===== src/rtl/spi_master_loader.sv =====
// SPI mode-0 initiator, MSB first, 8-bit frames, byte handshake.
// Optional chip-select hold across bytes for burst transfers.
module spi_master_loader #(
    parameter int CLK_DIV      = 4,
    parameter int CS_SETUP_CYC = 2,
    parameter int CS_HOLD_CYC  = 2
) (
    input  logic       CLK,
    input  logic       RST,
    input  logic       START,
    input  logic [7:0] TX_DATA,
    input  logic       KEEP_CS,
    input  logic       STOP,
    output logic       READY,
    output logic       DONE,
    output logic [7:0] RX_DATA,
    output logic       SPI_SCK,
    output logic       SPI_MOSI,
    output logic       SPI_CS,
    input  logic       SPI_MISO
);

    typedef enum logic [2:0] {
        IDLE,
        SETUP,
        LOW,
        HIGH,
        HOLD,
        BURST
    } state_t;

    localparam logic [7:0] DIV_LAST  = 8'(CLK_DIV - 1);
    localparam logic [7:0] SETUP_END = 8'(CS_SETUP_CYC);
    localparam logic [7:0] HOLD_LAST = 8'(CS_HOLD_CYC - 1);

    state_t     state;
    logic [7:0] cnt;
    logic [2:0] bit_cnt;
    logic [7:0] tx_sh;
    logic [7:0] rx_sh;
    logic       keep;

    // Frame sequencer: CS setup, SCK low/high phases, CS hold, burst wait.
    always_ff @(posedge CLK) begin
        if (RST) begin
            state    <= IDLE;
            cnt      <= '0;
            bit_cnt  <= '0;
            tx_sh    <= '0;
            rx_sh    <= '0;
            keep     <= 1'b0;
            RX_DATA  <= '0;
            DONE     <= 1'b0;
            READY    <= 1'b1;
            SPI_SCK  <= 1'b0;
            SPI_MOSI <= 1'b0;
            SPI_CS   <= 1'b1;
        end else begin
            DONE <= 1'b0;
            case (state)
                IDLE: begin
                    if (START) begin
                        tx_sh   <= TX_DATA;
                        keep    <= KEEP_CS;
                        bit_cnt <= '0;
                        cnt     <= '0;
                        READY   <= 1'b0;
                        state   <= SETUP;
                    end
                end
                SETUP: begin
                    SPI_CS   <= 1'b0;
                    SPI_MOSI <= tx_sh[7];
                    if (cnt == SETUP_END) begin
                        cnt   <= '0;
                        state <= LOW;
                    end else begin
                        cnt <= cnt + 8'd1;
                    end
                end
                LOW: begin
                    if (cnt == DIV_LAST) begin
                        cnt     <= '0;
                        SPI_SCK <= 1'b1;
                        rx_sh   <= {rx_sh[6:0], SPI_MISO};
                        state   <= HIGH;
                    end else begin
                        cnt <= cnt + 8'd1;
                    end
                end
                HIGH: begin
                    if (cnt == DIV_LAST) begin
                        cnt     <= '0;
                        SPI_SCK <= 1'b0;
                        bit_cnt <= bit_cnt + 3'd1;
                        if (bit_cnt == 3'd7) begin
                            RX_DATA <= rx_sh;
                            DONE    <= 1'b1;
                            if (keep) begin
                                READY <= 1'b1;
                                state <= BURST;
                            end else begin
                                state <= HOLD;
                            end
                        end else begin
                            tx_sh    <= {tx_sh[6:0], 1'b0};
                            SPI_MOSI <= tx_sh[6];
                            state    <= LOW;
                        end
                    end else begin
                        cnt <= cnt + 8'd1;
                    end
                end
                HOLD: begin
                    if (cnt == HOLD_LAST) begin
                        cnt    <= '0;
                        SPI_CS <= 1'b1;
                        READY  <= 1'b1;
                        state  <= IDLE;
                    end else begin
                        cnt <= cnt + 8'd1;
                    end
                end
                BURST: begin
                    if (START) begin
                        tx_sh    <= TX_DATA;
                        keep     <= KEEP_CS;
                        SPI_MOSI <= TX_DATA[7];
                        bit_cnt  <= '0;
                        cnt      <= '0;
                        READY    <= 1'b0;
                        state    <= LOW;
                    end else if (STOP) begin
                        cnt   <= '0;
                        READY <= 1'b0;
                        state <= HOLD;
                    end
                end
                default: begin
                    state <= IDLE;
                end
            endcase
        end
    end

endmodule


===== config.mk =====
export PLATFORM = sky130hd
export DESIGN_NAME = spi_master_loader
export DESIGN_NICKNAME = d
export VERILOG_FILES = /design/src/rtl/spi_master_loader.sv
export SDC_FILE = /design/constraint.sdc
export NUM_CORES = 1
export LEC_CHECK = 0
export CORE_MARGIN = 2
export CORE_UTILIZATION = 50
export DETAILED_ROUTE_END_ITERATION = 10
export PLACE_DENSITY = 0.75
export REMOVE_ABC_BUFFERS = 1
export SLEW_MARGIN = 20
export SYNTH_ARGS = -nofsm -noshare
export SYNTH_HDL_FRONTEND = slang
export SYNTH_SLANG_ARGS = --single-unit

===== constraint.sdc =====
create_clock -name CLK -period 5.8 [get_ports CLK]
set_input_delay 0.58 -clock CLK [delete_from_list [all_inputs] [get_ports CLK]]
set_output_delay 0.58 -clock CLK [all_outputs]
set_load 0.005 [all_outputs]

After elaboration in Yosys (flattened, before gate mapping). Index checks and enable logic that the tools add are counted.

Add/sub/neg operators: 2. $mul: 0. Divide/modulo/power cells: 0. Magnitude comparators: 0. Equal/unequal tests: 20. Shift-type cells: 0. Mux-type cells: 41. Bitwise operators: 2. Reductions and logical operators: 21.

Operators with widths (count): 2-to-1 mux 8 bit (9); one-hot mux 8 bit (5 select lines) (1); 2-to-1 mux 3 bit (10); != test 2 bit (second input constant) (9); one-hot mux 3 bit (6 select lines) (1); equality test 8 x 2 -> 1 bit (second input constant) (2); one-hot mux 8 bit (2 select lines) (1); 2-to-1 mux 1 bit (14); AND reduction 3 bit (4); equality test 3 bit (second input constant) (3); adder 8 x 1 -> 8 bit (second input constant) (1); equality test 8 x 1 -> 1 bit (second input constant) (1); AND reduction 4 bit (2); AND reduction 7 bit (1); equality test 3 x 2 -> 1 bit (second input constant) (2); one-hot mux 3 bit (2 select lines) (1); AND reduction 2 bit (3); AND reduction 6 bit (1); nonzero test 2 bit (3); nonzero test 5 bit (1); one-hot mux 1 bit (2 select lines) (2); one-hot mux 1 bit (4 select lines) (1); nonzero test 4 bit (1); OR reduction 2 bit (2); other kinds (9) (10).

Register bits after elaboration: 44. Latch bits: 0. Memory bits (writable): 0. ROM bits: 0. Bits of input ports: 14. Output and inout port bits: 13. Logic and storage cells: 98. Memories: 0.

Depth between registers and ports, before layout. Gate-level depths: netlist of the first run.

Word-level depth: 4. Mapped depth: 7.

Worst setup path after synthesis of the first run. Ideal clock, no wire load.

Path type: flip-flop to flip-flop. Start: reg cnt[0]. End: reg SPI_MOSI. Arrival time: 1.957 ns. Data required time: 5.714 ns. Setup slack: 3.758 ns. Cell stages (with the launch flop): 7. Buffers on the path: 0. Cell sequence: dfxtp_1 -> ha_1 -> or3b_2 -> or4_1 -> a211oi_2 -> nor2_1 -> a211oi_1.

Word-level cells in the longest chain between the ends: 3.

RTL lines: start, declared (RTL line 37) `logic [7:0] cnt;`; start signal, assigned (RTL line 78) `cnt <= cnt + 8'd1;`; start signal, assigned (RTL line 88) `cnt <= cnt + 8'd1;`; start signal, assigned (RTL line 111) `cnt <= cnt + 8'd1;`; equality test 8 x 2 -> 1 bit (RTL line 92) `if (cnt == DIV_LAST) begin`; != test 2 bit (no source line); AND reduction 4 bit (no source line); end signal, assigned (RTL line 73) `SPI_MOSI <= tx_sh[7];`; end signal, assigned (RTL line 107) `SPI_MOSI <= tx_sh[6];`; end signal, assigned (RTL line 128) `SPI_MOSI <= TX_DATA[7];`; end, declared (RTL line 18) `output logic SPI_MOSI,`.

No other way between the ends. A chain may end at the register's enable or synchronous reset.

Worst setup path after layout of the first run.
Start: reg cnt[0]. End: reg tx_sh[0].

Word-level cells in the longest chain between the ends: 3.

RTL lines: equality test 8 x 2 -> 1 bit (RTL line 92); != test 2 bit (no source line); AND reduction 4 bit (no source line); end signal, assigned (RTL line 106) `tx_sh <= {tx_sh[6:0], 1'b0};`; end, declared (RTL line 39) `logic [7:0] tx_sh;`.

No other way between the ends.

==> results of run 1 <==
## critical path: stages (launching register included)
cell,delay [ns]
dfxtp_1,0.42
ha_1,0.28
or3b_2,0.49
nor3_2,0.68
a22o_2,0.45
mux2i_1,0.21
nor2_1,0.05
## worst paths after layout
| kind | startpoint | end | slack, ns | cells past startpoint |
|---|---|---|---|---|
| max | cnt[0] | tx_sh[0] | 3.09 | 6 |
| min | RX_DATA[3] | RX_DATA[3] | 0.46 | 2 |
| max reg2reg | cnt[0] | tx_sh[0] | 3.09 | 6 |
| min reg2reg | RX_DATA[3] | RX_DATA[3] | 0.46 | 2 |
## sequential cells by signal (all words and copies together), names as in the netlist
register,flops
READY,1
SPI_CS,1
DONE,1
state,3
bit_cnt,3
RX_DATA,8
tx_sh,8
cnt,8
SPI_SCK,1
SPI_MOSI,1
keep,1
rx_sh,8
## layout by cell type, fill, tap and decap left out, types with 3 or more instances in the layout
| cell type | synthesis | routed |
|---|---|---|
| a211oi_1 | 12 | 12 |
| a21oi_1 | 16 | 16 |
| a22o_1 | 4 | 4 |
| a22oi_1 | 4 | 4 |
| a31oi_1 | 7 | 7 |
| and3_1 | 5 | 5 |
| clkbuf_8 | 0 | 5 |
| clkdlybuf4s50_1 | 0 | 26 |
| dfxtp_1 | 44 | 44 |
| ha_1 | 5 | 5 |
| inv_1 | 6 | 6 |
| mux2i_1 | 20 | 20 |
| nand2_1 | 14 | 14 |
| nand2b_1 | 10 | 10 |
| nand3_1 | 11 | 11 |
| nor2_1 | 34 | 34 |
| nor3b_1 | 3 | 3 |
| o21ai_1 | 4 | 4 |
## stage by stage
stage                     hold slack (ns)  cell area [µm²]  instances
after floorplan                    0.4368             2115        234
after global placement             0.4446             2455        314
after detailed placement           0.4487             2455        314
after CTS                          0.4600             2536        321
after global routing               0.4733             2536        321
final                              0.4566             2536        321
## power by group through the flow
stage,sequential [W],combinational (W),clock [W]
6_report,0.000394,0.000291,0.000187
3_3_place_gp,0.000399,0.000286,0
3_5_place_dp,0.000400,0.000291,0
5_1_grt,0.000402,0.000328,0.000201
4_1_cts,0.000393,0.000293,0.000192
2_1_floorplan,0.000388,0.000220,0
## cells by family (layout without fill, tap and decap cells)
kind of cell | Yosys count | in the layout | share of synthesized area [%]
adder cells (fa/ha/maj) | 5 | 5 | 2.862
flip-flops | 44 | 44 | 40.30
AND/OR/NAND/NOR | 92 | 92 | 21.92
AO/OA/AOI/OAI | 62 | 62 | 19.92
buffers and inverters | 25 | 43 | 4.637
multiplexers | 20 | 20 | 9.158
XOR/XNOR | 3 | 3 | 1.202
## layer usage
metal  share of wire, %  global-route usage [%]  vias up
met5                  0                       0        -
met4                1.5                   6.410        0
met3                4.5                   4.329        6
met2                 44                   28.99       32
met1                 50                   25.25      823
li1                   -                       -      937
## cell type report
class / instances / area, µm²
Fill cell: 380 / 1758
Multi-Input combinational cell: 182 / 1204
Sequential cell: 44 / 880.8
Timing Repair Buffer: 28 / 275.3
Clock buffer: 5 / 68.82
Tap cell: 52 / 65.06
Inverter: 8 / 30.03
Clock inverter: 2 / 12.51
==> out/summary.txt, run 1 <==
Layout cell share with drive strength beyond 1: 7.435%
Post-CTS sizing: 0
P_leak: 0.9245 nW
#FFs+latches synth: 44
Crit path required time: 5.97 ns
Share of the synthesized area in the top cell type: 40.30%
NetSw: 0.0003120 W
# diodes: 0
Post-synth EDFFs: 0
Final Power: 0.0008714 W
Yosys warnings: 0
Pre-CTS setup slack: 3.086 ns
Int Power: 0.0005595 W
Hold violation count in the final report: 0
Setup Viol. Count Final: 0
Area Overhead vs Synth: 16.03%
Pwr dens: 343.6 nW/µm²
Fin. max-slew vios: 0
CTS Root Cell: clkbuf_8
Area of the die: 4917 µm²
Final net count: 288
Critical path launch point type: register
Sum Neg Setup Slack: 0 ns
RD Place Congestion: 0.8269
Die X-Extent: 70.12 µm
1st-pass router iterations: 5
Largest net degree at the start of global routing: 45
Routed wire length per instance: 13.27 µm
Final period utilization: 46.65%
Global-route wire length before repair: 7.548 mm
Max Root-Sink Buffers: 2
Port bufs: 26
TritonCTS clock tree: built
Vias per cell: 5.601
Total gr overflow: 0
Initial cell density of the core: 50.90%
DPL Wire Length: 2.862 mm
Most common flop cell mapped by yosys: dfxtp_1
Post-synthesis sequential area ratio: 40.30%
Dominant cell type by area after synthesis: dfxtp_1
Initial antenna violation count: 0
Max cap viols: 0
DR vias: 1798
Comb power frac: 33.4%
Worst clock skew: 0.007533 ns
H-tree Lvls: 2
Num CTS Buffers: 5
Top-count cell post-synth: dfxtp_1
CTS hold repair buffers: 0
Clk pwr share: 21.4%
Drt total wl: 4.261 mm
Synth top cells by count: dfxtp_1 (44), nor2_1 (34), mux2i_1 (20), a21oi_1 (16), nand2_1 (14)
Rows: 24
Initial DRC count: 122
IO Count: 27
Syn Area/Cell: 8.709 µm²
Vias in the first global route: 1691
Worst Tran Pin Value: 1.121 ns
RSZ-0062 raised after global routing: no
Netlist cell types: 50
CP Class: register to register
GRT Overall Usage: 18.55%
Die H: 70.12 µm
HP Class: register to register
Core area: 4294 µm²
Clock period minus worst slack: 2.706 ns
Arr. time, crit path: 2.88 ns
Post-Synthesis Cells: 251
Async set-reset flop share out of synthesis: 0%
Finished Core Util: 59.06%
Crit path capture type: register
Seq pwr share: 45.2%
Detail Route Antenna Nets: 0
Slew headroom: 25.29%
Main area contributors after synthesis: dfxtp_1 (40%), mux2i_1 (9.2%), nor2_1 (5.8%)
Max Freq: 369.6 MHz
Status: complete, no violations
Final setup margin: 3.094 ns
DRC Markers: 0
Netlist Area Pre-Place: 2186 µm²
Max Fanout on Critical Path: 15
Clock Latency Late Sink: 0.30 ns
Peak VDD IR: 0.2325 mV
CTS clk-pin slew, worst paths: 0.08 ns
Sw frac: 35.80%
CTS sink count: 44
# Post-CTS Setup Buffers: 0
(Power assumes the default switching activity.)
==> inputs of run 2 (changes only) <==
==> constraint.sdc (replaced) <==
create_clock -name CLK -period 2.71 [get_ports CLK]
set_input_delay 0.271 -clock CLK [delete_from_list [all_inputs] [get_ports CLK]]
set_output_delay 0.271 -clock CLK [all_outputs]
set_load 0.005 [all_outputs]
==> run 2 against run 1 <==
  * Clock-buffer cell count stayed put
  * Critical path depth stayed put
  * Setup slack worse by 2.6 ns
  * Via count is 3.2% higher
  * Clock skew hardly changed
  * Global-route usage is 0.28 points higher
  * Total power is 120% higher
  * Sequential share of layout area is 0.87 points lower
  * Hold slack worse by 0.0017 ns
  * Sequential power is 110% higher
  * Critical endpoint is now SPI_MOSI
  * Largest cell class unchanged
  * Highest routed layer unchanged
==> out/summary.txt, run 2 (synthesis results as in run 1) <==
Status: complete, no violations
Rows: 24 (unchanged)
Critical Path Start: cnt[0]
Area Overhead vs Synth: 19.00%
# diodes: 0 (unchanged)
1st-pass router iterations: 4 (-1)
Critical path launch point type: register
Worst r2r src: cnt[0]
Die H: 70.12 µm (unchanged)
Die X-Extent: 70.12 µm (unchanged)
# Post-CTS Setup Buffers: 0 (unchanged)
H-tree Lvls: 2 (unchanged)
HP Class: register to register
CTS Root Cell: clkbuf_8
DR vias: 1855 (+3.2%)
Port bufs: 26 (unchanged)
GRT Overall Usage: 18.84% (+0.28 points)
Post-CTS sizing: 0 (unchanged)
Initial antenna violation count: 0 (unchanged)
Met2 Use GR: 29.21% (+0.21 points)
Global-route wire length before repair: 7.527 mm (-0.28%)
Crit path required time: 2.93 ns (-3.04 ns)
Peak VDD IR: 0.4501 mV (+94%)
Max Fanout on Critical Path: 6 (-9)
Fin. max-slew vios: 0 (unchanged)
Met3 usage: 4.618% (+0.29 points)
Num CTS Buffers: 5 (unchanged)
RD Place Congestion: 0.8688 (+5.1%)
Detail Route Antenna Nets: 0 (unchanged)
Layout cell share with drive strength beyond 1: 9.783% (+2.3 points)
Setup Viol. Count Final: 0 (unchanged)
Worst Tran Pin Value: 0.6003 ns (-0.5203 ns)
Max Freq: 454.3 MHz (+23%)
Total gr overflow: 0 (unchanged)
IO Count: 27 (unchanged)
RSZ-0062 raised after global routing: no
Most common cell after layout, fill and taps aside: dfxtp_1
Routed wire length per instance: 13.34 µm (+0.53%)
CTS hold repair buffers: 0 (unchanged)
Largest net degree at the start of global routing: 45 (unchanged)
Vias per cell: 5.655 (+0.97%)
Arr. time, crit path: 2.42 ns (-0.46 ns)
Pwr dens: 730.9 nW/µm² (+110%)
CP Class: register to register
Hold Path Origin: RX_DATA[1]
Initial cell density of the core: 50.90% (unchanged)
GR Util met1: 25.34% (+0.090 points)
P_leak: 0.9646 nW (+4.3%)
Final net count: 295 (+2.4%)
Max cap viols: 0 (unchanged)
Clock period minus worst slack: 2.201 ns (-0.5044 ns)
CTS clk-pin slew, worst paths: 0.09 ns (about the same)
Initial DRC count: 105 (-14%)
Vias in the first global route: 1675 (-0.95%)
Max Root-Sink Buffers: 2 (unchanged)
Worst clock skew: 0.007353 ns (-0.0001797 ns)
Hold violation count in the final report: 0 (unchanged)
Area of the die: 4917 µm² (unchanged)
Fin Hold WS: 0.4550 ns (-0.001655 ns)
Drt total wl: 4.377 mm (+2.7%)
DRC Markers: 0 (unchanged)
Sum Neg Setup Slack: 0 ns (unchanged)
Most frequent cells in the layout: dfxtp_1 (44), nor2_1 (34), clkdlybuf4s50_1 (26)
TritonCTS clock tree: built
Final period utilization: 81.23% (+35 points)
DPL Wire Length: 3.051 mm (+6.6%)
GR peak layer: met2
Slew headroom: 59.92% (+35 points)
Clock Latency Late Sink: 0.30 ns (about the same)
Crit path capture type: register
CTS sink count: 44 (unchanged)
Core area: 4294 µm² (unchanged)
## run 2: cell types whose count changed in the layout (fill, tap and decap cells not counted)
| cell | change |
|---|---|
| buf_4 | +6 |
| buf_12 | +1 |
## run 2: stage by stage
step                      cell area (µm²)  worst slack [ns]  total power [W]  util, %  std cells
final                                2601            0.5087         0.001901    60.58        328
after global routing                 2601            0.3317         0.002028    60.58        328
after CTS                            2601            0.5053         0.001913    60.58        328
after detailed placement             2520            0.5297         0.001513    58.68        321
after global placement               2520            0.6048         0.001501    58.68        321
after floorplan                      2115            0.3829         0.001300        -        234
## run 2: area by class of cell
type                    count  area (µm²)
clock inverters             2       12.51
repair buffers             35       340.3
multi-input cells         182        1204
clock buffers               5       68.82
well taps                  52       65.06
fillers                   389        1693
flip-flops and latches     44       880.8
inverters                   8       30.03
## run 2: final timing paths
kind	endpoint	slack [ns]	cells after the start
setup reg to reg	SPI_MOSI	0.51	6
setup / recovery	SPI_MOSI	0.51	6
hold reg to reg	RX_DATA[1]	0.45	2
hold / removal	RX_DATA[1]	0.45	2
## run 2: critical path, cell delays in order, from the launching register on
cell and delay (ns):
dfxtp_1 0.42, ha_1 0.26, or3b_2 0.49, or4_1 0.43, a211oi_2 0.27, nor2_1 0.07
a211oi_1 0.20
## run 2: metal layers
metal | wire (µm) | vias to the layer above
met1 | 2138 | 859
met3 | 161 | 7
met5 | 0 | -
met2 | 2012 | 36
met4 | 64 | 0
li1 | - | 953
## run 2: report_power, final
| part | internal (W) | leakage, nW | total [W] | switching, W |
|---|---|---|---|---|
| clock | 0.000175 | 0.0400 | 0.000400 | 0.000226 |
| combinational | 0.000320 | 0.567 | 0.000668 | 0.000349 |
| sequential | 0.000728 | 0.357 | 0.000833 | 0.000104 |
| total | 0.00122 | 0.965 | 0.00190 | 0.000678 |
==> RTL change 1: new RTL, config.mk and constraints of run 2 <==
The 6 states of `state_t` get a one-hot encoding in 6 bits.
--- a/src/rtl/spi_master_loader.sv
+++ b/src/rtl/spi_master_loader.sv
@@ -20,13 +20,13 @@
     input  logic       SPI_MISO
 );
 
-    typedef enum logic [2:0] {
-        IDLE,
-        SETUP,
-        LOW,
-        HIGH,
-        HOLD,
-        BURST
+    typedef enum logic [5:0] {
+        IDLE  = 6'b000001,
+        SETUP = 6'b000010,
+        LOW   = 6'b000100,
+        HIGH  = 6'b001000,
+        HOLD  = 6'b010000,
+        BURST = 6'b100000
     } state_t;
 
     localparam logic [7:0] DIV_LAST  = 8'(CLK_DIV - 1);
Formal check against the unedited RTL: same outputs for any inputs over 10 cycles, from zero or initial values and one cycle with RST high; not proved beyond that.
==> RTL change 1 against run 2 <==
- synthesized area up 8.4%
- core utilization is essentially flat
- cell count up 10%
- total power is 0.18% lower
- sequential cell count up 3
- wire length is 22% higher
- setup slack worse by 170 ps
- design area increased by 8.5%
- die area is 7.9% higher
- critical path type unchanged
- largest cell class unchanged
- highest routed layer unchanged
==> RTL change 1: results (changes against run 2) <==
metric	value	unit	change
run status	finished, final reports clean		
Worst path max stage delay	460	ps	-30 ps
Metal-1 WL	2620	um	+22%
DR WL met2	2380	um	+18%
met3 routed WL	263	um	+63%
P_int	1.27	mW	+3.9%
WL/cell	14.8	um	+11%
WP data arrival	2600	ps	+180 ps
Critical Path Sink	state[5]		
DRT iter0 DRCs	378		+260%
Cell Count Post-Placement	353		+10%
vias in the first global route	1889		+13%
r2r setup slk	340	ps	-170 ps
syn_area_per_cell	8.56	um^2	-1.8%
worst r2r path cells	7		+1
hold path endpoint	bit_cnt[2]		
adder-cell share of the synthesized area	2.64	%	-0.22 points
gr usage total	21.3	%	+2.5 points
via density per instance	5.92		+4.6%
Final Non-Filler Cells	361		+10%
power share of the clock group	27.9	%	+6.8 points
Worst Clk Skew	7.82	ps	+0.468 ps
Crit-path slowest cell	or4_1		
fill cell instance count of the final layout	400		+2.8%
DP Wirelength	3820	um	+25%
Compound-Gate Fraction of Synth Area	19.3	%	-0.65 points
DR pass1 iterations	5		+1
Worst R2R Start	cnt[1]		
post-synthesis mux area share	7.18	%	-2.0 points
xor/xnor cell area share of the yosys netlist	0.739	%	-0.46 points
GR Layer Usage met3	4.42	%	-0.20 points
met1 global-route usage	30.8	%	+5.5 points
share of layout cells above drive strength 1	11.1	%	+1.3 points
## RTL change 1: through the flow
step	utilization, %	hold slack, ps	area [um^2]	power [mW]	setup WS (ps)
after global placement	58.1	446	2710	1.37	459
after global routing	60.6	505	2820	2.01	100
after CTS	60.6	477	2820	1.91	354
after floorplan	-	340	2310	1.17	475
after detailed placement	58.1	463	2710	1.38	411
final	60.6	472	2820	1.90	338
## RTL change 1: final cells by class
class                   instances  area [um^2]  share of cell area (%)
clock buffers                   5         68.8                    2.44
inverters                       8         30.0                    1.06
repair buffers                 35          328                    11.6
clock inverters                 3         47.5                    1.68
multi-input cells             209         1340                    47.5
well taps                      54         67.6                    2.39
flip-flops and latches         47          941                    33.3
## RTL change 1: worst reg2reg max path, stage by stage (launching register included)
cell     delay (ps)
dfxtp_1         440
ha_1            280
nor3b_1         430
nand2_2         100
buf_4           180
a21bo_4         250
or4_1           460
a21oi_1         180
==> RTL change 2: new RTL, settings of run 2 <==
Made on the original files. Reset style: asynchronous (`RST`), changed in one clocked block.
--- a/src/rtl/spi_master_loader.sv
+++ b/src/rtl/spi_master_loader.sv
@@ -41,7 +41,7 @@
     logic       keep;
 
     // Frame sequencer: CS setup, SCK low/high phases, CS hold, burst wait.
-    always_ff @(posedge CLK) begin
+    always_ff @(posedge CLK or posedge RST) begin
         if (RST) begin
             state    <= IDLE;
             cnt      <= '0;
Check against the original RTL: differs if RST is asserted again (counterexample within 4 cycles, from zero or initial values and one cycle with RST high); with RST held inactive, the same outputs for 10 cycles.
==> RTL change 2 against run 2 <==
- non-clock buffer count fell by 4
- design area rose by 9.8%
- setup slack improved by 110 ps
- largest power group unchanged
- wire length rose by 1.9%
- maximum frequency rose by 5.0%
- sequential power rose by 20%
- sequential cell count did not move
- clock skew barely moved
- synthesized area rose by 12%
- total power rose by 19%
- synthesized cell count fell by 13%
==> RTL change 2: results (changes against run 2) <==
metric	value	unit	change
gr usage total	18.3	%	-0.55 points
I/O Buffers	26		unchanged
met3 routed WL	243	um	+51%
run status	finished, final reports clean		
Pleak	1.31	nW	+36%
WP data arrival	2310	ps	-110 ps
CTS Buffer Depth	2		unchanged
most frequent cells after synthesis	dfrtp_1, mux2_1, nand2_1		
P_int	1.41	mW	+15%
async set or reset register ratio after synthesis	100	%	+100 points
Crit-path slowest cell	dfrtp_1		
VDD IR max	0.436	mV	-3.2%
number of gates resized after cts	0		unchanged
Worst-Skew Late Latency	290	ps	
first-pass GRT wire length	7730	um	+2.8%
post-CTS setup buffer count	0		unchanged
worst-path fanout max	23		+17
largest net degree at the start of global routing	45		unchanged
Max Used Layer	met4		
H-tree depth	2		unchanged
largest cells by area after synthesis	dfrtp_1, mux2_1, mux2_4, ha_1, mux2_2		
DR pass1 iterations	4		unchanged
final net count	265		-10%
Metal-1 WL	2200	um	+3.0%
worst-margin pin slew	678	ps	+77.5 ps
CP top delay family	flip-flops		
cts bufs inserted	5		unchanged
HP Class	input port to async pin		
WL/cell	14.2	um	+6.8%
DR WL met2	1960	um	-2.4%
initial antenna violation count	0		unchanged
Place WS	525	ps	-4.52 ps
DP Wirelength	3090	um	+1.1%
global placement routability congestion	0.879		+1.2%
clock-pin slew on the worst setup and hold paths	90	ps	about the same
Worst path max stage delay	780	ps	+290 ps
Worst Clk Skew	7.71	ps	+0.359 ps
synth warn	0		unchanged
DRT iter0 DRCs	172		+64%
via density per instance	5.54		-2.1%
Antenna Diode Count	0		unchanged
post-synthesis sequential area ratio	44.9	%	+4.6 points
share of layout cells above drive strength 1	15.4	%	+5.7 points
vias in the first global route	1604		-4.2%
root buffer cell	clkbuf_8		
synth unique cells	58		+16%
RTL change 2: cell count changes in the layout (fill, tap and decap cells not counted), moves of 12 or more:
cell      before  now
dfxtp_1       44    0
mux2i_1       20    1
nor2_1        34    9
dfrtp_1        0   42
a211oi_1      12    0
mux2_1         0   23
RTL change 2: layer usage:
layer / vias up / track usage [%]
li1: 855 / -
met1: 815 / 26.4
met2: 59 / 27.1
met3: 4 / 4.34
met4: 0 / 6.26
met5: - / 0
RTL change 2: logic make-up (layout without fill, tap and decap cells):
group	Yosys count	after routing	share of synthesized area, %
fa+ha+maj	5	5	2.54
flops	44	44	44.9
compound gates	43	43	13.2
xor+xnor	3	3	1.07
mux	36	36	17.5
simple gates	65	65	16.3
buf+inv	23	50	4.48
RTL change 2: final timing paths:
kind | from | to | slack [ps] | cells past startpoint
worst max-delay path | state[2] | cnt[5] | 610 | 4
worst max register to register | state[2] | cnt[5] | 610 | 4
max in group asynchronous | RST | SPI_CS | 1920 | 3
worst min register to register | RX_DATA[4] | RX_DATA[4] | 490 | 1
min in group CLK | RX_DATA[4] | RX_DATA[4] | 490 | 1
worst min-delay path | RST | tx_sh[6] | 400 | 3
RTL change 2: cell type report:
class | count | area, um^2
timing repair buffer | 31 | 298
tap | 67 | 83.8
sequential | 44 | 1100
multi-input combinational | 152 | 1240
clock buffer | 5 | 68.8
inverter | 12 | 45.0
fill | 394 | 1870
clock inverter | 2 | 12.5
RTL change 2: stage by stage:
step / cell area (um^2) / std cells / power (mW)
after floorplan: 2390 / 208 / 1.65
after global placement: 2780 / 306 / 1.85
after detailed placement: 2780 / 306 / 1.88
after CTS: 2860 / 313 / 2.27
after global routing: 2860 / 313 / 2.42
final: 2860 / 313 / 2.27
RTL change 2: power groups by stage:
stage                     registers (mW)  logic (mW)  clock network [mW]
after floorplan                    0.968       0.684                   0
after global placement              1.01       0.848                   0
after detailed placement            1.01       0.868                   0
after CTS                           1.00       0.872               0.403
after global routing                1.03       0.961               0.427
final                               1.00       0.867               0.398
RTL change 2: worst min-delay path, cell delays in order:
cell	delay, ps
clkdlybuf4s50_1	400
clkinv_1	40
buf_4	440
